==> config.mk <==
export PLATFORM = sky130hd
export DESIGN_NAME = gb_int_ctrl
export DESIGN_NICKNAME = d
export VERILOG_FILES = /design/src/rtl/gb_int_pkg.sv /design/src/rtl/gb_int_prio.sv /design/src/rtl/gb_int_ctrl.sv
export SDC_FILE = /design/constraint.sdc
export NUM_CORES = 1
export LEC_CHECK = 0
export CORE_MARGIN = 4
export CORE_UTILIZATION = 43
export DETAILED_ROUTE_END_ITERATION = 10
export PLACE_DENSITY = 0.88
export RECOVER_POWER = 100
export SLEW_MARGIN = 20
export SYNTH_ARGS = -nofsm -noshare
export SYNTH_HDL_FRONTEND = slang
export SYNTH_SLANG_ARGS = --single-unit
==> constraint.sdc <==
create_clock -name clk -period 6.3 [get_ports clk]
set_clock_uncertainty 0.15 [all_clocks]
set_input_delay 1.89 -clock clk [delete_from_list [all_inputs] [get_ports clk]]
set_output_delay 1.89 -clock clk [all_outputs]
set_load 0.01 [all_outputs]
==> src/rtl/gb_int_pkg.sv <==
// Shared types and constants for the Game Boy interrupt controller.
// Optional build macro: GB_INT_VECTOR_EN (see gb_int_ctrl).
package gb_int_pkg;

  typedef enum logic [2:0] {
    VBLANK   = 3'd0,
    LCD_STAT = 3'd1,
    TIMER    = 3'd2,
    SERIAL   = 3'd3,
    JOYPAD   = 3'd4
  } gb_irq_e;

  localparam logic [15:0] ADDR_IF = 16'hFF0F;
  localparam logic [15:0] ADDR_IE = 16'hFFFF;
  localparam int          NUM_IRQ = 5;

  typedef enum logic [1:0] {
    IDLE = 2'd0,
    ACK  = 2'd1,
    DONE = 2'd2
  } gb_int_state_e;

  // One-hot mask for a source index; out-of-range indices give no bit.
  function automatic logic [NUM_IRQ-1:0] irq_onehot(input logic [2:0] idx);
    case (idx)
      3'd0:    irq_onehot = 5'b00001;
      3'd1:    irq_onehot = 5'b00010;
      3'd2:    irq_onehot = 5'b00100;
      3'd3:    irq_onehot = 5'b01000;
      3'd4:    irq_onehot = 5'b10000;
      default: irq_onehot = 5'b00000;
    endcase
  endfunction

endpackage

==> src/rtl/gb_int_prio.sv <==
// Five-input priority encoder: the lowest set bit index wins.
module gb_int_prio
  import gb_int_pkg::*;
(
  input  logic [NUM_IRQ-1:0] req,
  output logic [2:0]         idx,
  output logic               any
);

  // Lowest index has the highest priority
  always_comb begin
    idx = 3'd0;
    any = |req;
    casez (req)
      5'b????1: idx = 3'd0;
      5'b???10: idx = 3'd1;
      5'b??100: idx = 3'd2;
      5'b?1000: idx = 3'd3;
      5'b10000: idx = 3'd4;
      default:  idx = 3'd0;
    endcase
  end

endmodule

==> src/rtl/gb_int_ctrl.sv <==
// Game Boy interrupt controller: IF/IE registers, int_n generation and the acknowledge handshake.
// Define GB_INT_VECTOR_EN to have the controller drive the vector byte during acknowledge.
module gb_int_ctrl
  import gb_int_pkg::*;
#(
  parameter logic [7:0] VEC_BASE = 8'h40
) (
  input  logic               clk,
  input  logic               reset_n,
  input  logic [15:0]        A,
  input  logic [7:0]         wdata,
  input  logic               mreq_n,
  input  logic               iorq_n,
  input  logic               rd_n,
  input  logic               wr_n,
  input  logic               m1_n,
  input  logic [NUM_IRQ-1:0] irq_req,
  output logic               int_n,
  output logic [7:0]         rdata,
  output logic               rsel,
  output logic [NUM_IRQ-1:0] irq_ack
);

  gb_int_state_e      state_r;
  gb_int_state_e      state_n;
  logic [NUM_IRQ-1:0] if_r;
  logic [NUM_IRQ-1:0] if_next_s;
  logic [7:0]         ie_r;
  logic               wr_prev_r;
  logic               wr_strobe_s;
  logic               rd_strobe_s;
  logic               wr_if_s;
  logic               wr_ie_s;
  logic               rd_if_s;
  logic               rd_ie_s;
  logic [NUM_IRQ-1:0] pending_s;
  logic [2:0]         prio_idx_s;
  logic               prio_any_s;
  logic               ack_start_s;
  logic [NUM_IRQ-1:0] ack_clr_s;

  // A write only counts on the first cycle of a strobe, so wait states cannot repeat it
  assign wr_strobe_s = !mreq_n && !wr_n;
  assign rd_strobe_s = !mreq_n && !rd_n;
  assign wr_if_s     = wr_strobe_s && !wr_prev_r && (A == ADDR_IF);
  assign wr_ie_s     = wr_strobe_s && !wr_prev_r && (A == ADDR_IE);
  assign rd_if_s     = rd_strobe_s && (A == ADDR_IF);
  assign rd_ie_s     = rd_strobe_s && (A == ADDR_IE);

  assign pending_s   = if_r & ie_r[NUM_IRQ-1:0];

  gb_int_prio u_prio (
    .req (pending_s),
    .idx (prio_idx_s),
    .any (prio_any_s)
  );

  assign ack_clr_s = (ack_start_s && prio_any_s) ? irq_onehot(prio_idx_s) : 5'b00000;

  // Acknowledge handshake sequencing
  always_comb begin
    state_n     = state_r;
    ack_start_s = 1'b0;
    case (state_r)
      IDLE: begin
        if (!m1_n && !iorq_n) begin
          state_n     = ACK;
          ack_start_s = 1'b1;
        end else begin
          state_n     = IDLE;
        end
      end
      ACK: begin
        if (iorq_n) begin
          state_n = DONE;
        end else begin
          state_n = ACK;
        end
      end
      DONE:    state_n = IDLE;
      default: state_n = IDLE;
    endcase
  end

  // A new request pulse beats both a same-cycle write of 0 and the acknowledge clear
  always_comb begin
    if_next_s = if_r;
    if (wr_if_s) begin
      if_next_s = wdata[NUM_IRQ-1:0];
    end else begin
      if_next_s = if_r;
    end
    if_next_s = (if_next_s & ~ack_clr_s) | irq_req;
  end

  // Register file, FSM state and registered CPU-facing outputs
  always_ff @(posedge clk) begin
    if (!reset_n) begin
      state_r   <= IDLE;
      if_r      <= 5'b00000;
      ie_r      <= 8'h00;
      wr_prev_r <= 1'b0;
      int_n     <= 1'b1;
      irq_ack   <= 5'b00000;
    end else begin
      state_r   <= state_n;
      if_r      <= if_next_s;
      wr_prev_r <= wr_strobe_s;
      if (wr_ie_s) begin
        ie_r <= wdata;
      end
      // Held high through the whole handshake so IME can be cleared before it reasserts
      int_n     <= (state_n == IDLE) ? ~|pending_s : 1'b1;
      irq_ack   <= ack_clr_s;
    end
  end

`ifdef GB_INT_VECTOR_EN
  logic [2:0] sel_r;
  logic       none_r;

  // Remember which source is being serviced for the vector byte
  always_ff @(posedge clk) begin
    if (!reset_n) begin
      sel_r  <= 3'd0;
      none_r <= 1'b0;
    end else if (ack_start_s) begin
      sel_r  <= prio_any_s ? prio_idx_s : 3'd0;
      none_r <= !prio_any_s;
    end
  end
`endif

  // Read data toward the CPU di mux; the vector takes precedence during acknowledge
  always_comb begin
    rsel  = 1'b0;
    rdata = 8'hFF;
`ifdef GB_INT_VECTOR_EN
    if ((state_r == ACK) && !iorq_n) begin
      rsel  = 1'b1;
      rdata = none_r ? 8'hFF : (VEC_BASE + {2'b00, sel_r, 3'b000});
    end else
`endif
    if (rd_if_s) begin
      rsel  = 1'b1;
      rdata = {3'b111, if_r};
    end else if (rd_ie_s) begin
      rsel  = 1'b1;
      rdata = ie_r;
    end else begin
      rsel  = 1'b0;
      rdata = 8'hFF;
    end
  end

endmodule

==> impl_metrics.tcl <==
set metrics [dict create \
    outcome "finished, final reports clean" \
    internal_power_uw 202 \
    rsz0062_at_grt "false" \
    hold_path_depth 2 \
    hpwl_um 2590 \
    r2r_cells 4 \
    p_sw_uw 60.4 \
    maxCapViolCount 0 \
    pwr-share-seq 0.560 \
    max_stage_delay_ns 0.68 \
    ant_nets 0 \
    antenna_found_initial 0 \
    clkTransAtPathRegs_ns 0.12 \
    numCtsBuffers 3 \
    combPwrFrac 0.145 \
    drt-total-wl_um 3400 \
    finalSetupViolCount 0 \
    maxSlewViolCount 0 \
    crit_required_ns 4.26 \
    post-route-period-util 0.974 \
    path_cells "clkdlybuf4s50_1, or2_2, or4_4, a21oi_2, dlygate4sd3_1" \
    synth_top_area_cell "dfxtp_1" \
    grt_max_degree 18 \
    final_cell_mix "clkdlybuf4s50_1, nand3_1, dfxtp_1" \
    ys_ff_latch 22 \
    path_max_fanout 6 \
    synthCells 139 \
    antenna_cells 0 \
    crit_path_top_delay_cell "dlygate4sd3_1" \
    ctsHtreeMaxLevel 1 \
    holdBufCountCts 0 \
    cts_sinks 22 \
    fp.dieH_um 58.6 \
    worst-path-stages 5 \
    worstMarginPinSlew_ns 0.986 \
    switching_share 0.230 \
    final_nets 229 \
    power_frac_clock 0.295 \
    worstHoldPathType "flop to flop" \
    r2r-start "state_r[1]" \
    p_leak_nw 0.559 \
    final_layout_size_suffix_gt1_frac 0.0573 \
    dr.first_iter.drc_count 88 \
    cts_tree "done" \
    synth_cell_types 27 \
    synth_top_area_frac 0.400 \
    syn_area_per_cell_um2 7.92 \
    clk_latency_ns 0.30 \
    max_freq_mhz 163 \
    grt_first_pass_wirelength_um 5290 \
    n_fill_cell 204 \
    r2r-end "if_r[4]" \
    crit_buf_inv 2 \
    r2r_slack_ns 4.25 \
    initial_utilization 0.449 \
    num_vias 1339 \
    post_cts_resized 0 \
    viasPerCell 6.03 \
    fin_crit_ns 6.13 \
    port_buffers 50 \
    dieArea_mm2 0.00343 \
    relSlewSlack 0.337 \
    crit_arrival_ns 4.09 \
    drtPass1Iterations 5 \
    core_area_mm2 0.00245 \
    grt_pass1_vias 1211 \
    seq_area_frac_synth 0.400 \
    fin_tns_setup_ns 0 \
    worstSetupEndpointType "output pin" \
    track_usage 0.201 \
    hp-start "state_r[0]" \
    dieWidth_um 58.6 \
    startpoint_type "input port" \
    overflow 0 \
    crit_type "input port to output pin" \
    synthToLayoutAreaGrowth_pct 53.1 \
    yosysWarnings 0 \
    drc 0 \
    placementRows 18 \
    cp-startpoint "mreq_n" \
    final_common_cell "clkdlybuf4s50_1" \
    post_drt_wl_per_cell_um 15.3 \
    clk_path_buf_depth 2 \
    ios 51 \
    post-layout-total-power_uw 262 \
    postCtsSetupRepairBufs 0 \
    synth.area.top_cells "dfxtp_1, nand3_1, nand4_1" \
    timing.final.hold_violations 0 \
    ir_drop_mv 0.113 \
    syn_area_mm2 0.00110 \
    min_to "state_r[1]" \
    crit_family "buffers and inverters" \
    synth_nets 175 \
    gp_congestion 0.809 \
    root_buffer "clkbuf_4" \
    power.density_mw_per_mm2 156 \
]
[power by group through the flow]
stage	registers [mW]	clock network, mW	logic [mW]
final	0.147	0.0774	0.0380
after global routing	0.147	0.0840	0.0407
after CTS	0.147	0.0787	0.0380
after detailed placement	0.150	0	0.0378
after global placement	0.150	0	0.0366
after floorplan	0.149	0	0.0106
[area by class of cell]
| class | instances | area [um^2] | share of cell area |
|---|---|---|---|
| Sequential cell | 22 | 440 | 0.261 |
| Inverter | 2 | 7.51 | 0.00445 |
| Timing Repair Buffer | 54 | 531 | 0.315 |
| Tap cell | 30 | 37.5 | 0.0223 |
| Multi-Input combinational cell | 110 | 633 | 0.376 |
| Clock buffer | 4 | 36.3 | 0.0215 |
[stage by stage]
stage	hold WS, ns	cells	util	area [um^2]	setup WS (ns)
final	0.324	222	0.687	1690	0.167
after global routing	0.348	222	0.687	1690	0.0825
after CTS	0.326	222	0.687	1690	0.181
after detailed placement	0.306	218	0.672	1650	0.199
after global placement	0.292	218	0.672	1650	0.229
after floorplan	0.284	139	-	1100	1.10
[cell usage after synthesis]
| library cell | count |
|---|---|
| a2111oi_0 | 1 |
| buf_1 | 1 |
| and4_1 | 4 |
| and2_0 | 1 |
| or2_1 | 3 |
| nor3_1 | 4 |
| o2111ai_1 | 5 |
| nand3_1 | 24 |
| or4_1 | 1 |
| nand4_1 | 12 |
| or3_1 | 2 |
| a311o_1 | 1 |
| buf_2 | 1 |
| a21oi_2 | 1 |
| o311ai_0 | 2 |
| a21oi_1 | 8 |
| and2_1 | 5 |
| inv_1 | 2 |
| nor4_1 | 3 |
| nand2_1 | 10 |
| dfxtp_1 | 22 |
| nor2_1 | 5 |
| or2_2 | 1 |
| o21ai_0 | 14 |
| or4_4 | 1 |
| a22oi_1 | 2 |
| clkbuf_1 | 3 |
[cell families (layout without fill, tap and decap cells)]
kind of cell / after synthesis / in the layout / synth area share
AND/OR/NAND/NOR: 76 / 76 / 0.381
flip-flops: 22 / 22 / 0.400
AO/OA/AOI/OAI: 34 / 34 / 0.194
buffers and inverters: 7 / 60 / 0.0250
[worst reg2reg max path, cell delays in order (launching register included)]
cell and delay, ns:
dfxtp_1 0.36, nor4_1 0.76, nand4_1 0.31, o2111ai_1 0.20, o311ai_0 0.15
[routing by layer]
metal / share of wire / track usage / vias to the layer above
met2: 0.50 / 0.367 / 91
li1: - / - / 646
met1: 0.39 / 0.222 / 596
met5: 0 / 0 / -
met3: 0.095 / 0.0548 / 6
met4: 0.010 / 0.0712 / 0
[how the worst max path moves through the flow]
stage	to
4_1_cts	rdata[5]
2_1_floorplan	rdata[0]
3_3_place_gp	rdata[6]
3_5_place_dp	rdata[5]
6_report	rsel
5_1_grt	rsel
[sequential cells by signal, summed over array words and instances, names as in the netlist]
name / count
wr_prev_r: 1
ie_r: 8
if_r: 5
int_n: 1
irq_ack: 5
state_r: 2
Power figures use the tool's default switching activity.
